$ cat src/rtl/mist_spi_pkg.sv
// rtl/mist_spi_pkg.sv - shared types and user_io command constants for the MiST SPI host
package mist_spi_pkg;

  localparam int BYTE_W = 8;

  typedef enum logic [2:0] {
    ST_IDLE,
    ST_SETUP,
    ST_SHIFT_LO,
    ST_SHIFT_HI,
    ST_HOLD,
    ST_GAP
  } spi_state_t;

  // user_io command bytes understood by the core-side io-controller
  localparam logic [BYTE_W-1:0] UIO_BUT_SW      = 8'h01;
  localparam logic [BYTE_W-1:0] UIO_JOYSTICK0   = 8'h02;
  localparam logic [BYTE_W-1:0] UIO_JOYSTICK1   = 8'h03;
  localparam logic [BYTE_W-1:0] UIO_MOUSE       = 8'h04;
  localparam logic [BYTE_W-1:0] UIO_KEYBOARD    = 8'h05;
  localparam logic [BYTE_W-1:0] UIO_GET_STRING  = 8'h14;
  localparam logic [BYTE_W-1:0] UIO_SET_STATUS  = 8'h15;
  localparam logic [BYTE_W-1:0] UIO_SET_STATUS2 = 8'h1E;

endpackage

$ cat src/rtl/mist_spi_shifter.sv
// rtl/mist_spi_shifter.sv - mode-0 bit engine: SCK phase counter, bit counter, shared tx/rx shift register
module mist_spi_shifter
  import mist_spi_pkg::*;
#(
  parameter int CLK_DIV = 2
) (
  input  logic              clk,
  input  logic              reset,
  input  logic              run,
  input  logic              load,
  input  logic [BYTE_W-1:0] load_data,
  input  logic [BYTE_W-1:0] next_data,
  input  logic              miso,
  output logic              sck,
  output logic              mosi,
  output logic              sck_rise,
  output logic              sck_fall,
  output logic              byte_done,
  output logic              byte_done_next,
  output logic [BYTE_W-1:0] rx_byte
);

  logic [7:0]        phase;
  logic [2:0]        bit_cnt;
  logic [BYTE_W-1:0] shreg;
  logic              miso_q;
  logic              phase_end;
  logic              last_bit;

  assign phase_end = (phase == 8'(CLK_DIV - 1));
  assign last_bit  = (bit_cnt == 3'd7);
  assign sck_rise  = run && phase_end && !sck;
  assign sck_fall  = run && phase_end && sck;
  assign byte_done = sck_fall && last_bit;
  // True one cycle ahead of byte_done so the host can register tx_ready.
  assign byte_done_next = run && last_bit &&
                          ((CLK_DIV == 1) ? !sck : (sck && (phase == 8'(CLK_DIV - 2))));
  assign mosi    = shreg[BYTE_W-1];
  assign rx_byte = {shreg[BYTE_W-2:0], miso_q};

  always_ff @(posedge clk) begin
    if (reset) begin
      phase   <= '0;
      sck     <= 1'b0;
      bit_cnt <= '0;
      shreg   <= '0;
      miso_q  <= 1'b0;
    end else if (load) begin
      phase   <= '0;
      sck     <= 1'b0;
      bit_cnt <= '0;
      shreg   <= load_data;
    end else if (run) begin
      if (phase_end) begin
        phase <= '0;
        sck   <= !sck;
        if (!sck) begin
          miso_q <= miso;
        end else begin
          bit_cnt <= bit_cnt + 3'd1;
          shreg   <= last_bit ? next_data : {shreg[BYTE_W-2:0], miso_q};
        end
      end else begin
        phase <= phase + 8'd1;
      end
    end
  end

endmodule

$ cat src/rtl/mist_spi_host.sv
// rtl/mist_spi_host.sv - SPI master playing the ARM side of the MiST user_io link
module mist_spi_host
  import mist_spi_pkg::*;
#(
  parameter int CLK_DIV = 2,
  parameter int SS_GAP  = 4
) (
  input  logic              CLOCK_27,
  input  logic              reset,
  input  logic              cmd_valid,
  output logic              cmd_ready,
  input  logic [BYTE_W-1:0] cmd_byte,
  input  logic [BYTE_W-1:0] cmd_len,
  input  logic [BYTE_W-1:0] tx_data,
  output logic              tx_ready,
  output logic [BYTE_W-1:0] rx_data,
  output logic              rx_valid,
  output logic              busy,
  output logic              spi_sck,
  output logic              spi_mosi,
  input  logic              spi_miso,
  output logic              spi_ss_n
);

  spi_state_t        state;
  logic [7:0]        remaining;
  logic [7:0]        cnt;
  logic              cmd_phase;
  logic              run;
  logic              load;
  logic              sck_rise;
  logic              sck_fall;
  logic              byte_done;
  logic              byte_done_next;
  logic [BYTE_W-1:0] next_data;
  logic [BYTE_W-1:0] rx_byte;

  assign run       = (state == ST_SETUP) || (state == ST_SHIFT_LO) || (state == ST_SHIFT_HI);
  assign load      = (state == ST_IDLE) && cmd_valid;
  // Zero is shifted in after the final byte so MOSI rests low.
  assign next_data = (remaining != 8'd0) ? tx_data : '0;

  mist_spi_shifter #(.CLK_DIV(CLK_DIV)) u_shifter (
    .clk            (CLOCK_27),
    .reset          (reset),
    .run            (run),
    .load           (load),
    .load_data      (cmd_byte),
    .next_data      (next_data),
    .miso           (spi_miso),
    .sck            (spi_sck),
    .mosi           (spi_mosi),
    .sck_rise       (sck_rise),
    .sck_fall       (sck_fall),
    .byte_done      (byte_done),
    .byte_done_next (byte_done_next),
    .rx_byte        (rx_byte)
  );

  always_ff @(posedge CLOCK_27) begin
    if (reset) begin
      state     <= ST_IDLE;
      cmd_ready <= 1'b1;
      busy      <= 1'b0;
      spi_ss_n  <= 1'b1;
      tx_ready  <= 1'b0;
      rx_valid  <= 1'b0;
      rx_data   <= '0;
      remaining <= '0;
      cnt       <= '0;
      cmd_phase <= 1'b0;
    end else begin
      tx_ready <= byte_done_next && (remaining != 8'd0);
      rx_valid <= 1'b0;
      case (state)
        ST_IDLE: begin
          if (cmd_valid) begin
            state     <= ST_SETUP;
            cmd_ready <= 1'b0;
            busy      <= 1'b1;
            spi_ss_n  <= 1'b0;
            remaining <= cmd_len;
            cmd_phase <= 1'b1;
          end
        end
        ST_SETUP, ST_SHIFT_LO: begin
          if (sck_rise) state <= ST_SHIFT_HI;
        end
        ST_SHIFT_HI: begin
          if (sck_fall) begin
            state <= ST_SHIFT_LO;
            if (byte_done) begin
              cmd_phase <= 1'b0;
              if (!cmd_phase) begin
                rx_data  <= rx_byte;
                rx_valid <= 1'b1;
              end
              if (remaining != 8'd0) begin
                remaining <= remaining - 8'd1;
              end else begin
                state <= ST_HOLD;
                cnt   <= '0;
              end
            end
          end
        end
        ST_HOLD: begin
          if (cnt == 8'(CLK_DIV - 1)) begin
            state    <= ST_GAP;
            spi_ss_n <= 1'b1;
            cnt      <= '0;
          end else begin
            cnt <= cnt + 8'd1;
          end
        end
        ST_GAP: begin
          if (cnt == 8'(SS_GAP - 1)) begin
            state     <= ST_IDLE;
            cmd_ready <= 1'b1;
            busy      <= 1'b0;
          end else begin
            cnt <= cnt + 8'd1;
          end
        end
        default: state <= ST_IDLE;
      endcase
    end
  end

endmodule

$ cat config.mk
export PLATFORM = sky130hd
export DESIGN_NAME = mist_spi_host
export DESIGN_NICKNAME = d
export VERILOG_FILES = /design/src/rtl/mist_spi_pkg.sv /design/src/rtl/mist_spi_shifter.sv /design/src/rtl/mist_spi_host.sv
export SDC_FILE = /design/constraint.sdc
export NUM_CORES = 1
export LEC_CHECK = 0
export ABC_AREA = 1
export CELL_PAD_IN_SITES_DETAIL_PLACEMENT = 0
export CELL_PAD_IN_SITES_GLOBAL_PLACEMENT = 1
export CORE_MARGIN = 5
export CORE_UTILIZATION = 43
export CTS_BUF_LIST = sky130_fd_sc_hd__clkbuf_4
export DETAILED_ROUTE_END_ITERATION = 12
export PLACE_DENSITY_LB_ADDON = 0.1
export SYNTH_ARGS = -nofsm -noshare
export SYNTH_HDL_FRONTEND = slang
export SYNTH_SLANG_ARGS = --single-unit
$ cat constraint.sdc
create_clock -name CLOCK_27 -period 3.4 [get_ports CLOCK_27]
set_input_delay 0.68 -clock CLOCK_27 [delete_from_list [all_inputs] [get_ports CLOCK_27]]
set_output_delay 0.68 -clock CLOCK_27 [all_outputs]
set_load 0.02 [all_outputs]
==> results.sh, run 1 <==
export IMPL_fin_total_pwr_mw=2.09
export IMPL_rsz0062_at_grt="false"
export IMPL_worst_pin_slew_ns=0.585
export IMPL_final_nets=488
export IMPL_final_period_minus_worst_setup_slack_ns=2.30
export IMPL_synth_top_area_share_pct=37.0
export IMPL_cts_hold_buffers=0
export IMPL_grt_pass1_wl_um=11500
export IMPL_antenna_left=0
export IMPL_postCtsSetupRepairBufs=0
export IMPL_critPathMaxStageDelay_ns=0.68
export IMPL_yosys_top_cells_area="dfxtp_1, nand2_1, nor2_1, inv_1, a21oi_1"
export IMPL_drc=0
export IMPL_crit_path_end_kind="output port"
export IMPL_max_cap_viol_count=0
export IMPL_fp_dieH_um=92.4
export IMPL_hold_path_startpoint="busy"
export IMPL_rows=30
export IMPL_numPortBuffers=42
export IMPL_clock_fmax_mhz=435
export IMPL_critical_path_top_delay_family="buffers and inverters"
export IMPL_synth_ff_type="dfxtp_1"
export IMPL_synth_cell_types=40
export IMPL_area_growth_pct=18.4
export IMPL_status="finished, final reports clean"
export IMPL_wl_um=6740
export IMPL_first_pass_iters=4
export IMPL_grt_usage_pct=16.4
export IMPL_yosysTopAreaCell="dfxtp_1"
export IMPL_clk_pin_slew_ns=0.18
export IMPL_leakagePower_nw=1.43
export IMPL_maxSlewHeadroom_pct=60.9
export IMPL_grt_overflow=0
export IMPL_vias=2651
export IMPL_critPathSlowestCell="clkdlybuf4s50_1"
export IMPL_critPathBufInv=1
export IMPL_gp_congestion=0.814
export IMPL_path_cells="clkdlybuf4s50_1"
export IMPL_peakVddDrop_uv=375
export IMPL_vias_per_cell=4.97
export IMPL_cp_startpoint="u_shifter.sck"
export IMPL_setup_tns_ns=0
export IMPL_clk_path_buf_depth=2
export IMPL_h_tree_depth=2
export IMPL_cts_root_buf="clkbuf_4"
export IMPL_cp_required_ns=2.72
export IMPL_fin_skew_ns=0.0213
export IMPL_setup_violations=0
export IMPL_dp_hpwl_um=4850
export IMPL_ios=43
export IMPL_cts_made_buffers=5
export IMPL_die_width_um=92.4
export IMPL_ys_seq_area_share_pct=37.0
export IMPL_power_density_mw_per_mm2=603
export IMPL_r2r_start="u_shifter.bit_cnt[0]"
export IMPL_grt_start_max_net_pins=22
export IMPL_drt_iter0_markers=121
export IMPL_synth_seq_cells=54
export IMPL_initial_core_util_pct=43.5
export IMPL_synthTopCellsByCount="nand2_1, nor2_1, dfxtp_1"
export IMPL_crit_type="reg -> out"
export IMPL_critPathLaunchType="flip-flop"
export IMPL_final_hold_viol_count=0
export IMPL_syn_area_per_cell_um2=7.06
export IMPL_grt_pass1_vias=2473
export IMPL_clkLatencyLatePin_ns=0.38
export IMPL_drive_gt1_share_pct=8.61
export IMPL_n_antenna_cell=0
export IMPL_coreArea_mm2=0.00672
export IMPL_postSynthNetCount=450
export IMPL_cts_resized=0
export IMPL_maxSlewViolCount=0
export IMPL_clkSinkCount=54
export IMPL_die_area_mm2=0.00855
export IMPL_hold_path_class="reg -> reg"
export IMPL_grt_antenna_before_repair=0
export IMPL_synth_most_common_cell="nand2_1"
export IMPL_synth_cells=414
export IMPL_wl_per_cell_um=12.6
export IMPL_cp_max_fo=6
export IMPL_worstPathArrival_ns=1.62
export IMPL_fin_crit_sh_pct=67.6
export IMPL_syn_area_mm2=0.00292
export IMPL_synth_warnings=0
export IMPL_synth_async_reset_ratio_pct=0
export IMPL_synth_edf_count=0
export IMPL_cts_tree="built"
-- state kept, by name, indices dropped and copies added, names as in the netlist --
| name | count |
|---|---|
| u_shifter.bit_cnt | 3 |
| spi_ss_n | 1 |
| cmd_phase | 1 |
| tx_ready | 1 |
| busy | 1 |
| remaining | 8 |
| u_shifter.sck | 1 |
| rx_valid | 1 |
| cmd_ready | 1 |
| state | 3 |
| rx_data | 8 |
| cnt | 8 |
| u_shifter.phase | 8 |
| u_shifter.shreg | 8 |
| u_shifter.miso_q | 1 |
-- cells in the final DEF (no fill, tap or decap), drive strengths merged, types with 2 or more instances in the layout --
master	n
ha	8
clkinvlp	2
nand2	101
xor2	4
inv	49
a31oi	11
dfxtp	54
o21bai	3
or2	2
a21oi	29
o22ai	8
a21o	2
o21ai	32
clkdlybuf4s50	42
nor2	64
nor3b	2
nor3	5
nand4	6
clkbuf	5
buf	3
nand3	14
-- where the power goes --
group	switching (mW)	internal [mW]	total, mW
Clock	0.216	0.155	0.370
Combinational	0.541	0.318	0.858
Sequential	0.102	0.756	0.858
-- stage by stage --
step	utilization, %	cells	hold WS [ns]	cell area (um2)	setup slack (ns)
2_1_floorplan	-	414	0.445	2920	1.88
3_3_place_gp	50.3	525	0.456	3380	1.03
3_5_place_dp	50.3	525	0.456	3380	0.987
4_1_cts	51.5	533	0.484	3460	1.08
5_1_grt	51.5	533	0.504	3460	1.03
6_report	51.5	533	0.478	3460	1.10
-- cells by family (layout without fill, tap and decap cells) --
logic type      after synthesis  in the layout  synth area share, %
simple gates                195            195                 31.8
flops                        54             54                 37.0
compound gates               90             90                 17.3
xor+xnor                      4              4                 1.20
buf+inv                      63            102                 9.33
fa+ha+maj                     8              8                 3.42
-- cell type report --
cell class	count	area (um2)
fill	688	3260
clock buffer	5	37.5
sequential	54	1080
multi-input combinational	297	1570
timing repair buffer	45	443
inverter	49	184
clock inverter	3	45.0
tap	80	100
-- layer usage --
layer  routed length [um]  vias to the layer above  global-route usage, %
met4                   54                        0                   3.34
met1                 3230                     1186                   21.5
met3                  286                        5                   4.06
li1                     -                     1424                      -
met2                 3170                       36                   27.2
met5                    0                        -                      0
-- worst reg2reg max path, stage by stage (launching register included) --
cell and delay, ns:
dfxtp_1 0.39, ha_1 0.17, ha_1 0.15, buf_4 0.23, nand4_4 0.18, nor3_4 0.33, inv_2 0.17, nor2_1 0.13
nor2_1 0.06
-- final timing paths --
kind	end	slack, ns	depth (start not counted)
worst max-delay path	spi_sck	1.10	1
worst min-delay path	busy	0.48	2
worst max register to register	rx_data[3]	1.48	8
worst min register to register	busy	0.48	2
(Power assumes the default switching activity.)
==> run 2, diff against run 1 <==
Settings changed: CORE_UTILIZATION 43 to 36.
Clock period 3.4 ns to 2.1 ns, I/O delays scaled along.
==> results.sh, run 2 (same netlist as run 1, synthesis figures left out) <==
export IMPL_setup_violations=0
export IMPL_hold_path_end="busy"
export IMPL_leakagePower_nw=1.46
export IMPL_hold_path_startpoint="busy"
export IMPL_die_width_um=100
export IMPL_maxSlewHeadroom_pct=62.6
export IMPL_final_area_mm2=0.00353
export IMPL_dp_cells=553
export IMPL_antenna_left=0
export IMPL_reg2regPathDepth=9
export IMPL_ff2ff_setup_slack_ns=0.33
export IMPL_initial_core_util_pct=37.4
export IMPL_grt_antenna_before_repair=0
export IMPL_crit_type="reg -> out"
export IMPL_cp_max_fo=2
export IMPL_hold_depth=2
export IMPL_max_cap_viol_count=0
export IMPL_power_density_mw_per_mm2=958
export IMPL_clk_path_buf_depth=2
export IMPL_gp_congestion=0.771
export IMPL_coreArea_mm2=0.00781
export IMPL_wl_per_cell_um=12.3
export IMPL_wl_um=6900
export IMPL_r2r_start="remaining[0]"
export IMPL_vias_per_cell=4.76
export IMPL_critPathBufInv=1
export IMPL_rr_endpoint="remaining[5]"
export IMPL_critPathMaxStageDelay_ns=0.62
export IMPL_rsz0062_at_grt="false"
export IMPL_fillers=834
export IMPL_most_common_layout_cells="nand2_1, nor2_1, dfxtp_1, inv_1, clkdlybuf4s50_1"
export IMPL_final_period_minus_worst_setup_slack_ns=1.79
export IMPL_die_area_mm2=0.0100
export IMPL_n_antenna_cell=0
export IMPL_grt_overflow=0
export IMPL_grt_pass1_wl_um=11500
export IMPL_fin_cells=560
export IMPL_dp_hpwl_um=4990
export IMPL_drc=0
export IMPL_grt_usage_pct=14.0
export IMPL_clkLatencyLatePin_ns=0.37
export IMPL_worst_pin_slew_ns=0.557
export IMPL_critical_path_top_delay_family="buffers and inverters"
export IMPL_postCtsSetupRepairBufs=0
export IMPL_path_cells="clkdlybuf4s50_1"
export IMPL_critPathSlowestCell="clkdlybuf4s50_1"
export IMPL_clk_pin_slew_ns=0.16
export IMPL_peakVddDrop_uv=421
export IMPL_vias=2666
export IMPL_final_core_util_pct=45.2
export IMPL_worstPathArrival_ns=1.37
export IMPL_h_tree_depth=2
export IMPL_cp_required_ns=1.68
export IMPL_maxSlewViolCount=0
export IMPL_ios=43
export IMPL_numPortBuffers=42
export IMPL_setup_tns_ns=0
export IMPL_grt_pass1_vias=2419
export IMPL_clkSinkCount=54
export IMPL_rows=32
export IMPL_fp_dieH_um=100
export IMPL_cts_resized=0
export IMPL_place_area_mm2=0.00345
export IMPL_cts_made_buffers=5
export IMPL_first_pass_iters=4
export IMPL_critPathLaunchType="flip-flop"
export IMPL_grt_start_max_net_pins=18
export IMPL_area_growth_pct=20.6
export IMPL_clock_fmax_mhz=559
export IMPL_cts_tree="built"
export IMPL_cts_root_buf="clkbuf_4"
export IMPL_status="finished, final reports clean"
export IMPL_final_hold_viol_count=0
export IMPL_drive_gt1_share_pct=9.61
export IMPL_drt_iter0_markers=101
export IMPL_final_nets=494
export IMPL_crit_path_end_kind="output port"
export IMPL_fin_crit_sh_pct=85.2
export IMPL_fin_skew_ns=0.0142
export IMPL_final_common_cell="nand2_1"
export IMPL_hold_path_class="reg -> reg"
export IMPL_cts_hold_buffers=0
==> run 2: cell types whose count changed in the layout (fill, tap and decap cells not counted), sizes merged <==
cell / change
clkinvlp: -2
clkinv: +1
buf: +6
==> run 2: cell type report <==
cell class	count	area (um2)	area share, %
tap	102	128	3.62
timing repair buffer	51	488	13.8
clock buffer	5	37.5	1.06
sequential	54	1080	30.7
inverter	49	184	5.22
clock inverter	2	38.8	1.10
multi-input combinational	297	1570	44.5
==> run 2: where the power goes <==
part | internal, mW | switching [mW]
combinational | 0.531 | 0.882
clock | 0.247 | 0.334
sequential | 1.22 | 0.159
==> run 2: through the flow <==
| stage | total power [mW] | worst slack (ns) | hold slack [ns] |
|---|---|---|---|
| floorplan | 2.49 | 0.580 | 0.445 |
| global placement | 2.83 | 0.314 | 0.457 |
| detailed placement | 2.83 | 0.299 | 0.460 |
| CTS | 3.44 | 0.257 | 0.485 |
| global route | 3.68 | 0.137 | 0.501 |
| finish | 3.38 | 0.312 | 0.480 |
==> run 2: worst max path at each step <==
stage                 start                 end  slack, ns  cells past startpoint
2_1_floorplan  remaining[0]              cnt[0]       0.58                     10
3_3_place_gp          reset  u_shifter.phase[0]       0.31                      4
3_5_place_dp          reset  u_shifter.phase[0]       0.30                      4
4_1_cts          rx_data[3]          rx_data[3]       0.26                      1
5_1_grt        remaining[0]        remaining[4]       0.14                      9
6_report           spi_ss_n            spi_ss_n       0.31                      1
==> run 2: layer usage <==
layer | track usage, % | wire, um
met1 | 18.9 | 3500
met2 | 22.7 | 3080
met3 | 3.27 | 240
met4 | 3.42 | 74
met5 | 0 | 0
==> run 2: worst reg2reg max path, cell delays in order (launching register included) <==
cell and delay (ns):
dfxtp_1 0.34, inv_1 0.11, ha_1 0.24, nand2_1 0.09
nor2_1 0.18, buf_4 0.23, o21ai_2 0.09, nand2_2 0.21
o21ai_0 0.13, nor2_1 0.10
